### src/rtl/stdout_uart_tx.sv
// Buffers processor stdout writes in a FIFO and serializes them as 8N1 UART frames.
// Define STDOUT_HEX_EN to send each 32-bit word as 8 uppercase hex digits plus a newline.
module stdout_uart_tx #(
  parameter int CLKS_PER_BIT = 434,
  parameter int FIFO_DEPTH   = 16,
  parameter int FIFO_AW      = 4
) (
  input  logic             clk,
  input  logic             rst_n,
  input  logic             wr_en,
  input  logic [31:0]      wr_data,
  output logic             tx,
  output logic             busy,
  output logic             fifo_full,
  output logic             overflow,
  output logic [FIFO_AW:0] fifo_count
);

`ifdef STDOUT_HEX_EN
  localparam int DW = 32;
`else
  localparam int DW = 8;
`endif
  localparam int                 BAUD_W    = (CLKS_PER_BIT > 2) ? $clog2(CLKS_PER_BIT) : 1;
  localparam logic [BAUD_W-1:0]  BAUD_LAST = BAUD_W'(CLKS_PER_BIT - 1);
  localparam logic [BAUD_W-1:0]  BAUD_ONE  = BAUD_W'(1);
  localparam logic [FIFO_AW-1:0] PTR_ONE   = FIFO_AW'(1);
  localparam logic [FIFO_AW:0]   CNT_ONE   = (FIFO_AW + 1)'(1);
  localparam logic [FIFO_AW:0]   DEPTH_C   = (FIFO_AW + 1)'(FIFO_DEPTH);

  typedef enum logic [1:0] {IDLE, START, DATA, STOP} state_t;

  logic [DW-1:0]      r_mem [FIFO_DEPTH];
  logic [FIFO_AW-1:0] r_wr_ptr;
  logic [FIFO_AW-1:0] r_rd_ptr;
  logic [FIFO_AW:0]   r_count;
  logic               r_full;
  logic               r_overflow;
  logic               r_tx;
  state_t             r_state;
  logic [BAUD_W-1:0]  r_baud;
  logic [2:0]         r_bit;
  logic [7:0]         r_shift;

  state_t             w_state_next;
  logic [BAUD_W-1:0]  w_baud_next;
  logic [2:0]         w_bit_next;
  logic [7:0]         w_shift_next;
  logic               w_tx_next;
  logic               w_pop;
  logic               w_push;
  logic               w_launch;
  logic [FIFO_AW:0]   w_count_next;
  logic [DW-1:0]      w_head;
  logic [DW-1:0]      w_wr_word;

`ifdef STDOUT_HEX_EN
  logic [3:0]  r_nib;
  logic [31:0] r_word;
  logic [3:0]  w_nib_next;
  logic [31:0] w_word_next;
  logic [3:0]  w_hex_nib;

  function automatic logic [7:0] hex_ascii(input logic [3:0] n);
    return (n < 4'd10) ? (8'h30 + {4'h0, n}) : (8'h37 + {4'h0, n});
  endfunction

  // r_nib is the index of the next frame for the current word; 0 means fetch a new word.
  assign w_hex_nib = r_word[5'd31 - {r_nib[2:0], 2'b00} -: 4];
  assign w_wr_word = wr_data;
`else
  logic w_unused_hi;
  assign w_unused_hi = ^wr_data[31:8];
  assign w_wr_word   = wr_data[7:0];
`endif

  assign w_head = r_mem[r_rd_ptr];
  assign w_push = wr_en && !r_full;

  always_comb begin
    w_count_next = r_count;
    case ({w_push, w_pop})
      2'b10:   w_count_next = r_count + CNT_ONE;
      2'b01:   w_count_next = r_count - CNT_ONE;
      default: w_count_next = r_count;
    endcase
  end

  // NOTE: the storage array has no reset; validity comes only from the pointers and count.
  always_ff @(posedge clk) begin
    if (w_push) r_mem[r_wr_ptr] <= w_wr_word;
  end

  // NOTE: sequential state uses non-blocking assignments so every register samples pre-edge values.
  always_ff @(posedge clk) begin
    if (!rst_n) begin
      r_wr_ptr   <= '0;
      r_rd_ptr   <= '0;
      r_count    <= '0;
      r_full     <= 1'b0;
      r_overflow <= 1'b0;
    end else begin
      if (w_push) r_wr_ptr <= r_wr_ptr + PTR_ONE;
      if (w_pop) r_rd_ptr <= r_rd_ptr + PTR_ONE;
      r_count <= w_count_next;
      r_full  <= (w_count_next == DEPTH_C);
      // A full FIFO rejects the write even when a pop happens in the same cycle.
      if (wr_en && r_full) r_overflow <= 1'b1;
    end
  end

  // NOTE: every combinational output gets a default first so no latch can be inferred.
  always_comb begin
    w_state_next = r_state;
    w_baud_next  = r_baud;
    w_bit_next   = r_bit;
    w_shift_next = r_shift;
    w_tx_next    = r_tx;
    w_pop        = 1'b0;
    w_launch     = 1'b0;
`ifdef STDOUT_HEX_EN
    w_nib_next   = r_nib;
    w_word_next  = r_word;
`endif
    case (r_state)
      IDLE: begin
        w_tx_next = 1'b1;
`ifdef STDOUT_HEX_EN
        if (r_nib != 4'd0) begin
          w_launch     = 1'b1;
          w_nib_next   = (r_nib == 4'd8) ? 4'd0 : r_nib + 4'd1;
          w_shift_next = (r_nib == 4'd8) ? 8'h0A : hex_ascii(w_hex_nib);
        end else if (r_count != '0) begin
          w_pop        = 1'b1;
          w_launch     = 1'b1;
          w_word_next  = w_head;
          w_nib_next   = 4'd1;
          w_shift_next = hex_ascii(w_head[31:28]);
        end
`else
        if (r_count != '0) begin
          w_pop        = 1'b1;
          w_launch     = 1'b1;
          w_shift_next = w_head;
        end
`endif
        if (w_launch) begin
          w_state_next = START;
          w_baud_next  = '0;
          w_tx_next    = 1'b0;
        end
      end
      START: begin
        w_tx_next   = 1'b0;
        w_baud_next = r_baud + BAUD_ONE;
        if (r_baud == BAUD_LAST) begin
          w_state_next = DATA;
          w_baud_next  = '0;
          w_bit_next   = 3'd0;
          w_tx_next    = r_shift[0];
        end
      end
      DATA: begin
        w_tx_next   = r_shift[r_bit];
        w_baud_next = r_baud + BAUD_ONE;
        if (r_baud == BAUD_LAST) begin
          w_baud_next = '0;
          if (r_bit == 3'd7) begin
            w_state_next = STOP;
            w_tx_next    = 1'b1;
          end else begin
            w_bit_next = r_bit + 3'd1;
            w_tx_next  = r_shift[r_bit + 3'd1];
          end
        end
      end
      STOP: begin
        w_tx_next   = 1'b1;
        w_baud_next = r_baud + BAUD_ONE;
        if (r_baud == BAUD_LAST) begin
          w_state_next = IDLE;
          w_baud_next  = '0;
        end
      end
      default: w_state_next = IDLE;
    endcase
  end

  always_ff @(posedge clk) begin
    if (!rst_n) begin
      r_state <= IDLE;
      r_baud  <= '0;
      r_bit   <= '0;
      r_shift <= '0;
      r_tx    <= 1'b1;
`ifdef STDOUT_HEX_EN
      r_nib   <= '0;
      r_word  <= '0;
`endif
    end else begin
      r_state <= w_state_next;
      r_baud  <= w_baud_next;
      r_bit   <= w_bit_next;
      r_shift <= w_shift_next;
      r_tx    <= w_tx_next;
`ifdef STDOUT_HEX_EN
      r_nib   <= w_nib_next;
      r_word  <= w_word_next;
`endif
    end
  end

  assign tx         = r_tx;
  assign fifo_full  = r_full;
  assign overflow   = r_overflow;
  assign fifo_count = r_count;
`ifdef STDOUT_HEX_EN
  assign busy = (r_state != IDLE) || (r_count != '0) || (r_nib != 4'd0);
`else
  assign busy = (r_state != IDLE) || (r_count != '0);
`endif

endmodule

### config.mk
export PLATFORM = sky130hd
export DESIGN_NAME = stdout_uart_tx
export DESIGN_NICKNAME = d
export VERILOG_FILES = /design/src/rtl/stdout_uart_tx.sv
export SDC_FILE = /design/constraint.sdc
export NUM_CORES = 1
export LEC_CHECK = 0
export ABC_AREA = 1
export BUFFER_PORTS_ARGS = -buffer_cell sky130_fd_sc_hd__buf_2
export CAP_MARGIN = 15
export CELL_PAD_IN_SITES_DETAIL_PLACEMENT = 0
export CELL_PAD_IN_SITES_GLOBAL_PLACEMENT = 1
export CORE_UTILIZATION = 44
export CTS_CLUSTER_DIAMETER = 100
export DETAILED_ROUTE_END_ITERATION = 16
export HOLD_SLACK_MARGIN = 0.15
export PLACE_DENSITY = 0.75
export SYNTH_ARGS = -nofsm -noshare
export SYNTH_HDL_FRONTEND = slang
export SYNTH_SLANG_ARGS = --single-unit
### constraint.sdc
create_clock -name clk -period 2.92 [get_ports clk]
set_clock_uncertainty 0.1 [all_clocks]
set_input_delay 0.146 -clock clk [delete_from_list [all_inputs] [get_ports clk]]
set_output_delay 0.146 -clock clk [all_outputs]
set_load 0.02 [all_outputs]
Word level (Yosys, flattened, before mapping)

Memory sizes are Yosys's and may differ from the RTL's. A register that Yosys moved wholly into a read port is not among the register bits.
Cells that the tools add are included.

Word-level logic and storage cells: 73
Output and inout port bits: 9
Bits in writable memories: 128
Bits in latches: 0
ROM bits: 0
Memories kept: 1
Register bits: 30
Input bits: 35

$lt $le $gt $ge: 2
Reductions and logical operators: 13
$mul: 0
Muxes and demuxes: 28
Add/sub/neg operators: 6
Eq/ne operators: 14
Divide/modulo/power cells: 0
Bitwise logic cells: 0
Shift-type cells: 0

Memory list:

| memory | depth | bits a word | rd ports | clocked after Yosys merged registers in | wr ports | RTL line | text |
|---|---|---|---|---|---|---|---|
| r_mem  | 16    | 8           | 1        | 1                                       | 1        | 33       | `logic [DW-1:0] r_mem [FIFO_DEPTH];` |

Operators with widths:

| cell                                                                          | count |
|---|---|
| 9-bit 2-to-1 mux                                                              | 2 |
| 9-bit case mux with 2 select lines                                            | 1 |
| 1-bit 2-to-1 mux                                                              | 11 |
| 2-bit 2-to-1 mux                                                              | 5 |
| 2-bit inequality test (second input constant)                                 | 5 |
| 5-bit case mux with 2 select lines                                            | 1 |
| 9-bit by 1-bit adder with 9-bit output (second input constant)                | 1 |
| 9-bit == test (second input constant)                                         | 1 |
| 3-bit 2-to-1 mux                                                              | 3 |
| 4-bit by 1-bit adder with 4-bit output (second input constant)                | 2 |
| 3-bit by 4-bit less-than comparator with 1-bit output (second input constant) | 2 |
| 2-bit case mux with 4 select lines                                            | 1 |
| 1-bit binary-select mux with 3-bit select                                     | 2 |
| 2-bit == test (second input constant)                                         | 3 |
| 3-bit case mux with 2 select lines                                            | 1 |
| 5-bit by 1-bit adder with 5-bit output (second input constant)                | 1 |
| 5-bit == test (second input constant)                                         | 1 |
| 5-bit AND reduction                                                           | 1 |
| 5-bit nonzero test                                                            | 1 |
| 5-bit by 1-bit subtractor with 5-bit output (second input constant)           | 1 |
| 2-bit by 1-bit == test with 1-bit output (second input constant)              | 2 |
| 1-bit case mux with 4 select lines                                            | 1 |
| 4-bit AND reduction                                                           | 1 |
| 2-bit nonzero test                                                            | 2 |
| other kinds (9)                                                               | 11 |

Logic depth before layout (Yosys ltp)

Gate-level depths: netlist of run 1.

Word-level depth: 6
Mapped depth: 17
Depth with buffers taken out: 17

Least setup slack after synthesis of run 1

No wires, ideal clock.

Path kind: register -> register
Start point: reg r_state[0]
End point: reg r_count[4] (netlist: fifo_count[4])
Arrival: 1.903 ns
Stages on the path, launching flop included: 17
Buffers on the path: 1
Clock period less this slack: 2.115 ns
Required time: 2.708 ns
Setup time: 0.112 ns
Slack: 0.805 ns
Path through: dfxtp_1 -> inv_1 -> ha_1 -> nand2_1 -> inv_1 -> buf_2 -> ha_1 -> a21oi_1 -> inv_1 -> nand3_1 -> nand2_1 -> nand2_1 -> nand2_1 -> nand2_1 -> nand2_1 -> nand2_1 -> inv_1

Longest elaborated chain between the ends: 4
Elaborated cells on any way between the ends: 5
Those cells by class: eq/ne: 2; mux: 2; reduce/logical: 1

RTL lines:

| element                                                                   | RTL line | text |
|---|---|---|
| from (decl)                                                               | 40       | `state_t r_state;` |
| from (signal assigned)                                                    | 201      | `r_state <= w_state_next;` |
| 2-bit zero test (*)                                                       | 125      | `case (r_state)` |
| 1-bit 2-to-1 mux (*)                                                      | 125      |  |
| 2-bit by 1-bit == test with 1-bit output or 2-bit == test (tied branches) | 82       | `case ({w_push, w_pop})` |
| 5-bit case mux with 2 select lines (*)                                    | 82       |  |
| to (signal assigned)                                                      | 105      | `r_count <= w_count_next;` |
| to (decl)                                                                 | 36       | `logic [FIFO_AW:0] r_count;` |

Mark *: on every way between the ends. The rest lies on a longest branch, timed or not.
A chain may end at the register's enable or synchronous reset.

Worst setup path after layout of run 1

Start point: reg r_state[1]
End point: reg r_full (netlist: fifo_full)

Longest elaborated chain between the ends: 5
Elaborated cells on any way between the ends: 6
Those cells by class: eq/ne: 3; mux: 2; reduce/logical: 1

RTL lines:

| element                                                                   | RTL line | text |
|---|---|---|
| 2-bit zero test (*)                                                       | 125      |  |
| 1-bit 2-to-1 mux (*)                                                      | 125      |  |
| 2-bit by 1-bit == test with 1-bit output or 2-bit == test (tied branches) | 82       |  |
| 5-bit case mux with 2 select lines (*)                                    | 82       |  |
| 5-bit == test (*)                                                         | 106      | `r_full <= (w_count_next == DEPTH_C);` |
| to (signal assigned)                                                      | 106      |  |
| to (decl)                                                                 | 37       | `logic r_full;` |

Marks and branches as above.

==> results of run 1 <==
## final timing paths
check	endpoint	slack [ns]	depth (start not counted)
worst min-delay path	r_baud[7]	0.37	2
worst min register to register	r_baud[7]	0.37	2
worst max register to register	fifo_full	0.66	10
worst max-delay path	fifo_full	0.66	10
## per-layer routing
metal  up-vias  GRT usage
li1       2400          -
met1      2359      0.274
met2       115      0.325
met3        20     0.0454
met4         0     0.0782
met5         -          0
## worst max-delay path, cell delays in order, from the launching register on
cell     delay, ns
dfxtp_1       0.33
inv_1         0.13
ha_1          0.38
nand2_1       0.17
inv_1         0.13
ha_1          0.31
o21ai_0       0.25
nand2_1       0.08
nor2_1        0.12
nand3_1       0.10
nor2_2        0.10
## registers in the layout (all words and copies together) (netlist names), 2 cells and up
signal,cells
r_mem,128
r_state,2
r_baud,9
r_wr_ptr,4
r_bit,3
r_rd_ptr,4
fifo_count,5
r_shift,8
## power by group
group / internal [mW] / switching, mW / leakage [nW]
Clock: 1.18 / 0.930 / 0.263
Sequential: 2.70 / 0.117 / 1.47
Combinational: 0.602 / 1.33 / 1.09
## cell families after synthesis
| family | Yosys count | share of synthesized area |
|---|---|---|
| xor+xnor | 2 | 0.00245 |
| flops | 166 | 0.645 |
| simple gates | 209 | 0.128 |
| buf+inv | 84 | 0.0515 |
| compound gates | 172 | 0.145 |
| fa+ha+maj | 16 | 0.0280 |
## what timing repair did
item                                   CTS  global route
hold buffers                            10             0
endpoints found under the hold margin  150             0
setup endpoints to repair                0             0
## synthesized netlist by cell type (10+ instances only)
master	n
o221ai_1	24
nand3_1	35
clkbuf_1	15
o21ai_1	29
o22ai_1	10
o21ai_0	56
dfxtp_1	38
ha_1	16
o211ai_1	18
a21oi_1	24
nand2_1	56
inv_1	46
edfxtp_1	128
nor2_1	97
## area by class of cell
class	instances	area [um^2]	area share
Tap cell	216	270	0.0335
Clock buffer	17	425	0.0527
Inverter	53	199	0.0247
Clock inverter	14	128	0.0158
Sequential cell	166	4610	0.571
Multi-Input combinational cell	399	2170	0.268
Timing Repair Buffer	38	275	0.0341
==> results.txt, run 1 <==
cell taking the most area after synthesis: edfxtp_1
R2R Path Start: r_state[1]
Initial DRC Count: 352
num rows: 46
worst hold-check path type: flop to flop
syn nets: 700
final design utilization: 0.508
Clock Path Buffers: 2
syn avg cell area: 11.0 um^2
clock-pin slew on the worst setup and hold paths: 0.06 ns
Hold Vio Cnt, Final: 0
GR Overflow Total: 0
crit path max fanout: 7
cell count after placement: 862
Crit Path Category: flop to flop
core area: 0.0159 mm^2
# resized after CTS: 0
Wirelength per Cell: 17.7 um
via count: 4,894
fillcell total: 1,407
PortBufs: 19
total power: 6.85 mW
placement-stage cell area: 0.00742 mm^2
Req. time, crit path: 3.18 ns
Peak Freq: 443 MHz
Crit path arrival time: 2.52 ns
fin crit share: 0.773
WL met3: 703 um
Post-synth EDFFs: 128
Post-Syn Instances: 649
uppermost layer routed: met4
Top Ports: 44
antenna viol nets, final: 0
Lkg Pwr: 2.82 nW
pre-CTS setup slack: 0.670 ns
Post-Route M1 WL: 7430 um
H-tree depth: 4
CTS sink cnt: 166
CP endpoint kind: flop
Routability Congestion: 0.847
CTS tree: done
largest cells by area after synthesis: edfxtp_1, dfxtp_1, nor2_1, o21ai_0, nand2_1
largest net degree at the start of global routing: 67
register bit total from synthesis: 166
startpoint types: flop
final-report max-slew violation count: 0
routed wl met2: 7590 um
area delta synth->final: 13.0%
chip width: 129 um
DRC: 0
sequential element share of the synthesized area: 0.645
predominant post-synthesis flop cell: edfxtp_1
Max-slew headroom: 0.435
RSZ-0062 raised after global routing: no
DIE HEIGHT: 129 um
layout cells sized above 1: 0.108
GRT Overall Usage: 0.205
async set-reset flop share out of synthesis: 0
ANT cells: 0
leading cell type in the layout, fill and taps excluded: edfxtp_1
final worst slack: 0.662 ns
initial antenna violation count: 0
status: complete, no violations
setup bufs post-CTS: 0
worst skew pair latency: 0.43 ns
Synth Cell Area: 0.00714 mm^2
PD cells: 849 mW/mm^2
Max Cap Viol: 0
post-detail-place hpwl: 9870 um
most frequent cells in the layout: edfxtp_1, nor2_1, nand2_1, o21ai_0, inv_1
final cell count without fillers: 903
CTS root buffer: clkbuf_16
WL final: 16,000 um
post-route cell area: 0.00807 mm^2
WHS: 0.366 ns
crit path launch: r_state[1]
crit path time final: 2.26 ns
first-pass GRT wire length: 24,800 um
worst-case vdd ir drop: 0.000523 V
router iterations before antenna repair: 5
vias in the first global route: 4,632
hold_sp: r_baud[7]
worst slew pin tran: 0.845 ns
Initial Utilization: 0.449
yosys synthesis warning count: 0
Final Setup Violations: 0
die area: 0.0167 mm^2
fin nets: 726
Yosys cell types: 34
Final TNS setup: 0 ns
vias per cell: 5.42
Num CTS Buffers: 17
top-area cell type share of the netlist area: 0.538
(Power assumes the default switching activity.)
==> run 2: changes to the inputs <==
==> constraint.sdc (replaced) <==
create_clock -name clk -period 2.1 [get_ports clk]
set_clock_uncertainty 0.1 [all_clocks]
set_input_delay 0.105 -clock clk [delete_from_list [all_inputs] [get_ports clk]]
set_output_delay 0.105 -clock clk [all_outputs]
set_load 0.02 [all_outputs]
==> results.txt, run 2 (same netlist as run 1, synthesis figures left out) <==
status: complete, no violations
antenna viol nets, final: 0
vias per cell: 5.47
Max Cap Viol: 0
WL final: 16,100 um
total power: 10.1 mW
Psw: 3.40 mW
Routability Congestion: 0.816
chip width: 129 um
DRC: 0
Initial Utilization: 0.449
routed wl met2: 7550 um
CP endpoint kind: flop
Top Ports: 44
Wirelength per Cell: 17.3 um
fin crit share: 0.902
Hold Vio Cnt, Final: 0
final cell count without fillers: 933
Clock Path Buffers: 2
Crit Path Category: flop to flop
Power Internal: 6.71 mW
worst-case vdd ir drop: 0.000713 V
via count: 5,104
initial antenna violation count: 0
PD cells: 1210 mW/mm^2
fin nets: 755
worst hold-check path type: input pin to flop
Lkg Pwr: 3.00 nW
uppermost layer routed: met4
core area: 0.0159 mm^2
H-tree depth: 4
fillcell total: 1,371
DIE HEIGHT: 129 um
worst slew pin tran: 0.410 ns
final-report max-slew violation count: 0
crit path max fanout: 7
vias in the first global route: 4,678
Final Setup Violations: 0
final design utilization: 0.528
Final TNS setup: 0 ns
num rows: 46
Crit path arrival time: 2.16 ns
RSZ-0062 raised after global routing: no
Clk pwr share: 0.316
Sw Share: 0.336
Seq pwr share: 0.385
post-detail-place hpwl: 10,100 um
leading cell type in the layout, fill and taps excluded: edfxtp_1
area delta synth->final: 17.5%
PortBufs: 19
die area: 0.0167 mm^2
WL met3: 856 um
router iterations before antenna repair: 5
CTS tree: done
clock-pin slew on the worst setup and hold paths: 0.06 ns
cell count after placement: 888
Max-slew headroom: 0.727
Post-Route M1 WL: 7410 um
Req. time, crit path: 2.36 ns
Initial DRC Count: 418
crit path time final: 1.89 ns
layout cells sized above 1: 0.153
CTS root buffer: clkbuf_16
worst skew pair latency: 0.43 ns
Num CTS Buffers: 17
largest registers: r_mem x128, r_baud x9, r_shift x8
max reg flops: 128
Logic pwr share: 0.299
largest net degree at the start of global routing: 66
largest register by flop count: r_mem
GR Overflow Total: 0
ANT cells: 0
first-pass GRT wire length: 24,900 um
most frequent cells in the layout: edfxtp_1, nor2_1, nand2_1
GRT Overall Usage: 0.205
startpoint types: flop
CTS sink cnt: 166
Peak Freq: 528 MHz
[run 2: cell types whose count changed in the layout (fill, tap and decap cells not counted), sizes merged]
cell,change
bufinv,+2
clkbuf,+2
buf,+29
clkinvlp,-2
clkinv,-1
[run 2: power groups by stage]
stage	Clock, mW	Combinational, mW	Sequential, mW
2_1_floorplan	0	1.95	4.00
3_3_place_gp	0	2.82	3.95
3_5_place_dp	0	2.88	3.96
4_1_cts	3.23	2.90	3.89
5_1_grt	3.34	3.33	3.92
6_report	3.19	3.03	3.89
[run 2: through the flow]
| stage | worst slack (ns) | cell area, um^2 | hold WS [ns] |
|---|---|---|---|
| floorplan | 0.0104 | 7140 | 0.104 |
| global placement | 0.0951 | 7640 | 0.245 |
| detailed placement | 0.0500 | 7640 | 0.262 |
| CTS | 0.0347 | 8340 | 0.348 |
| global route | 0.00399 | 8390 | 0.377 |
| finish | 0.205 | 8390 | 0.363 |
[run 2: critical path, stage by stage (launching register included)]
cell,delay [ns]
dfxtp_2,0.35
inv_2,0.07
ha_4,0.20
nand2_1,0.09
inv_1,0.07
ha_2,0.38
xor2_1,0.20
nand2_1,0.07
nor2_1,0.10
nand3_1,0.09
nor2_2,0.10
[run 2: final timing paths]
path	startpoint	endpoint	slack (ns)	depth (start not counted)
worst min register to register	r_baud[7]	r_baud[7]	0.37	2
worst max register to register	r_state[0]	fifo_full	0.21	10
worst min-delay path	wr_en	overflow	0.36	4
worst max-delay path	r_state[0]	fifo_full	0.21	10
[run 2: cell type report]
cell class / instances / area [um^2] / share of cell area
flip-flops and latches: 166 / 4610 / 0.549
inverters: 53 / 201 / 0.0240
multi-input cells: 399 / 2180 / 0.260
well taps: 216 / 270 / 0.0322
clock inverters: 13 / 173 / 0.0206
repair buffers: 67 / 518 / 0.0618
clock buffers: 19 / 433 / 0.0516
[run 2: timing repair]
action	CTS	global route
hold buffers	10	0
resized for setup	0	9
hold endpoints to repair	150	0
setup endpoints to repair	0	4
buffers inserted	0	3
[run 2: per-layer routing]
layer | vias up | global-route usage
li1 | 2458 | -
met1 | 2440 | 0.279
met2 | 184 | 0.322
met3 | 22 | 0.0446
met4 | 0 | 0.0761
met5 | - | 0
==> run 3: changes to the inputs <==
==> constraint.sdc (replaced) <==
create_clock -name clk -period 2.1 [get_ports clk]
set_clock_uncertainty 0.1 [all_clocks]
set_input_delay 0.105 -clock clk [delete_from_list [all_inputs] [get_ports clk]]
set_output_delay 0.105 -clock clk [all_outputs]
set_load 0.1 [all_outputs]
==> results.txt, run 3 (same netlist as run 1, synthesis figures left out) <==
status: complete, no violations
area delta synth->final: 18.7%
startpoint types: flop
Sw Share: 0.349
vias in the first global route: 4,679
Seq pwr share: 0.364
R2R Path Start: fifo_count[4]
fin crit share: 0.928
crit path max fanout: 6
final design utilization: 0.533
Routability Congestion: 0.804
Psw: 3.78 mW
Clk pwr share: 0.327
num rows: 46
PD cells: 1280 mW/mm^2
flop2flop setup slack: 0.15 ns
post-detail-place hpwl: 10,300 um
Hold Vio Cnt, Final: 0
FF-to-FF path depth: 11
Initial Utilization: 0.449
crit path time final: 1.95 ns
fin nets: 751
worst skew pair latency: 0.43 ns
Crit path arrival time: 2.21 ns
via count: 5,082
Power Internal: 7.06 mW
RSZ-0062 raised after global routing: no
most frequent cells in the layout: edfxtp_1, nor2_1, nand2_1, o21ai_0, inv_1
GR Overflow Total: 0
worst hold-check path type: input pin to flop
Lkg Pwr: 3.02 nW
Final Setup Violations: 0
vias per cell: 5.47
Clock Path Buffers: 2
final-report max-slew violation count: 0
r2r endpoint: fifo_full
core area: 0.0159 mm^2
largest net degree at the start of global routing: 67
total power: 10.8 mW
worst slew pin tran: 0.488 ns
Top Ports: 44
final cell count without fillers: 929
largest register by flop count: r_mem
CTS tree: done
router iterations before antenna repair: 6
die area: 0.0167 mm^2
Max Cap Viol: 0
Initial DRC Count: 389
Max-slew headroom: 0.677
Crit Path Category: flop to flop
CTS root buffer: clkbuf_16
placement-stage cell area: 0.00764 mm^2
Final TNS setup: 0 ns
PortBufs: 19
largest registers: r_mem x128, r_baud x9, r_shift x8
CP endpoint kind: flop
clock-pin slew on the worst setup and hold paths: 0.06 ns
final worst slack: 0.151 ns
first-pass GRT wire length: 25,300 um
Wirelength per Cell: 17.4 um
H-tree depth: 4
antenna viol nets, final: 0
DRC: 0
max reg flops: 128
ANT cells: 0
WHS: 0.368 ns
leading cell type in the layout, fill and taps excluded: edfxtp_1
CP endpoint: fifo_full
Logic pwr share: 0.309
WL final: 16,200 um
GRT Overall Usage: 0.209
DIE HEIGHT: 129 um
cell count after placement: 882
crit path launch: fifo_count[4]
Req. time, crit path: 2.36 ns
pre-CTS setup slack: 0.0520 ns
chip width: 129 um
worst-case vdd ir drop: 0.00113 V
Peak Freq: 513 MHz
post-route cell area: 0.00847 mm^2
CTS sink cnt: 166
layout cells sized above 1: 0.160
Num CTS Buffers: 17
initial antenna violation count: 0
run 3: layout make-up:
| type | count | area, um^2 |
|---|---|---|
| Clock buffer | 18 | 429 |
| Inverter | 53 | 210 |
| Timing Repair Buffer | 63 | 490 |
| Sequential cell | 166 | 4630 |
| Clock inverter | 14 | 244 |
| Tap cell | 216 | 270 |
| Fill cell | 1407 | 7420 |
| Multi-Input combinational cell | 399 | 2190 |
run 3: power groups by stage:
stage / registers, mW / clock network [mW] / logic (mW)
floorplan: 4.31 / 0 / 2.09
global placement: 4.00 / 0 / 3.14
detailed placement: 4.01 / 0 / 3.22
CTS: 3.94 / 3.60 / 3.28
global route: 3.97 / 3.72 / 3.66
finish: 3.95 / 3.54 / 3.35
run 3: critical path: stages (launching register included):
cell and delay [ns]:
dfxtp_4 0.36, nor2_4 0.13, nand3_4 0.12, nand2_2 0.11
inv_1 0.07, ha_1 0.40, nand2_1 0.09, o21ai_1 0.13
nand2_1 0.08, nor2_1 0.10, nand3_1 0.09, nor2_2 0.10
run 3: worst min path at each step:
stage          slack [ns]  cells after the start       start     endpoint
2_1_floorplan        0.10                      0  wr_data[0]  r_mem[0][0]
3_3_place_gp         0.24                      3       wr_en     overflow
3_5_place_dp         0.27                      3       wr_en     overflow
4_1_cts              0.34                      4       wr_en     overflow
5_1_grt              0.37                      4       wr_en     overflow
6_report             0.37                      4       wr_en     overflow
run 3: what timing repair did:
action | in CTS | in global routing
setup endpoints to repair | 1 | 2
hold buffers | 10 | 0
hold endpoints to repair | 150 | 0
buffers inserted | 1 | 4
pin swaps | 1 | 2
resized for setup | 1 | 8
run 3: metal layers:
metal | wire length [um] | track usage | vias up
met2 | 7750 | 0.330 | 127
met3 | 831 | 0.0434 | 14
met1 | 7410 | 0.285 | 2498
met4 | 198 | 0.0775 | 0
met5 | 0 | 0 | -
li1 | - | - | 2443
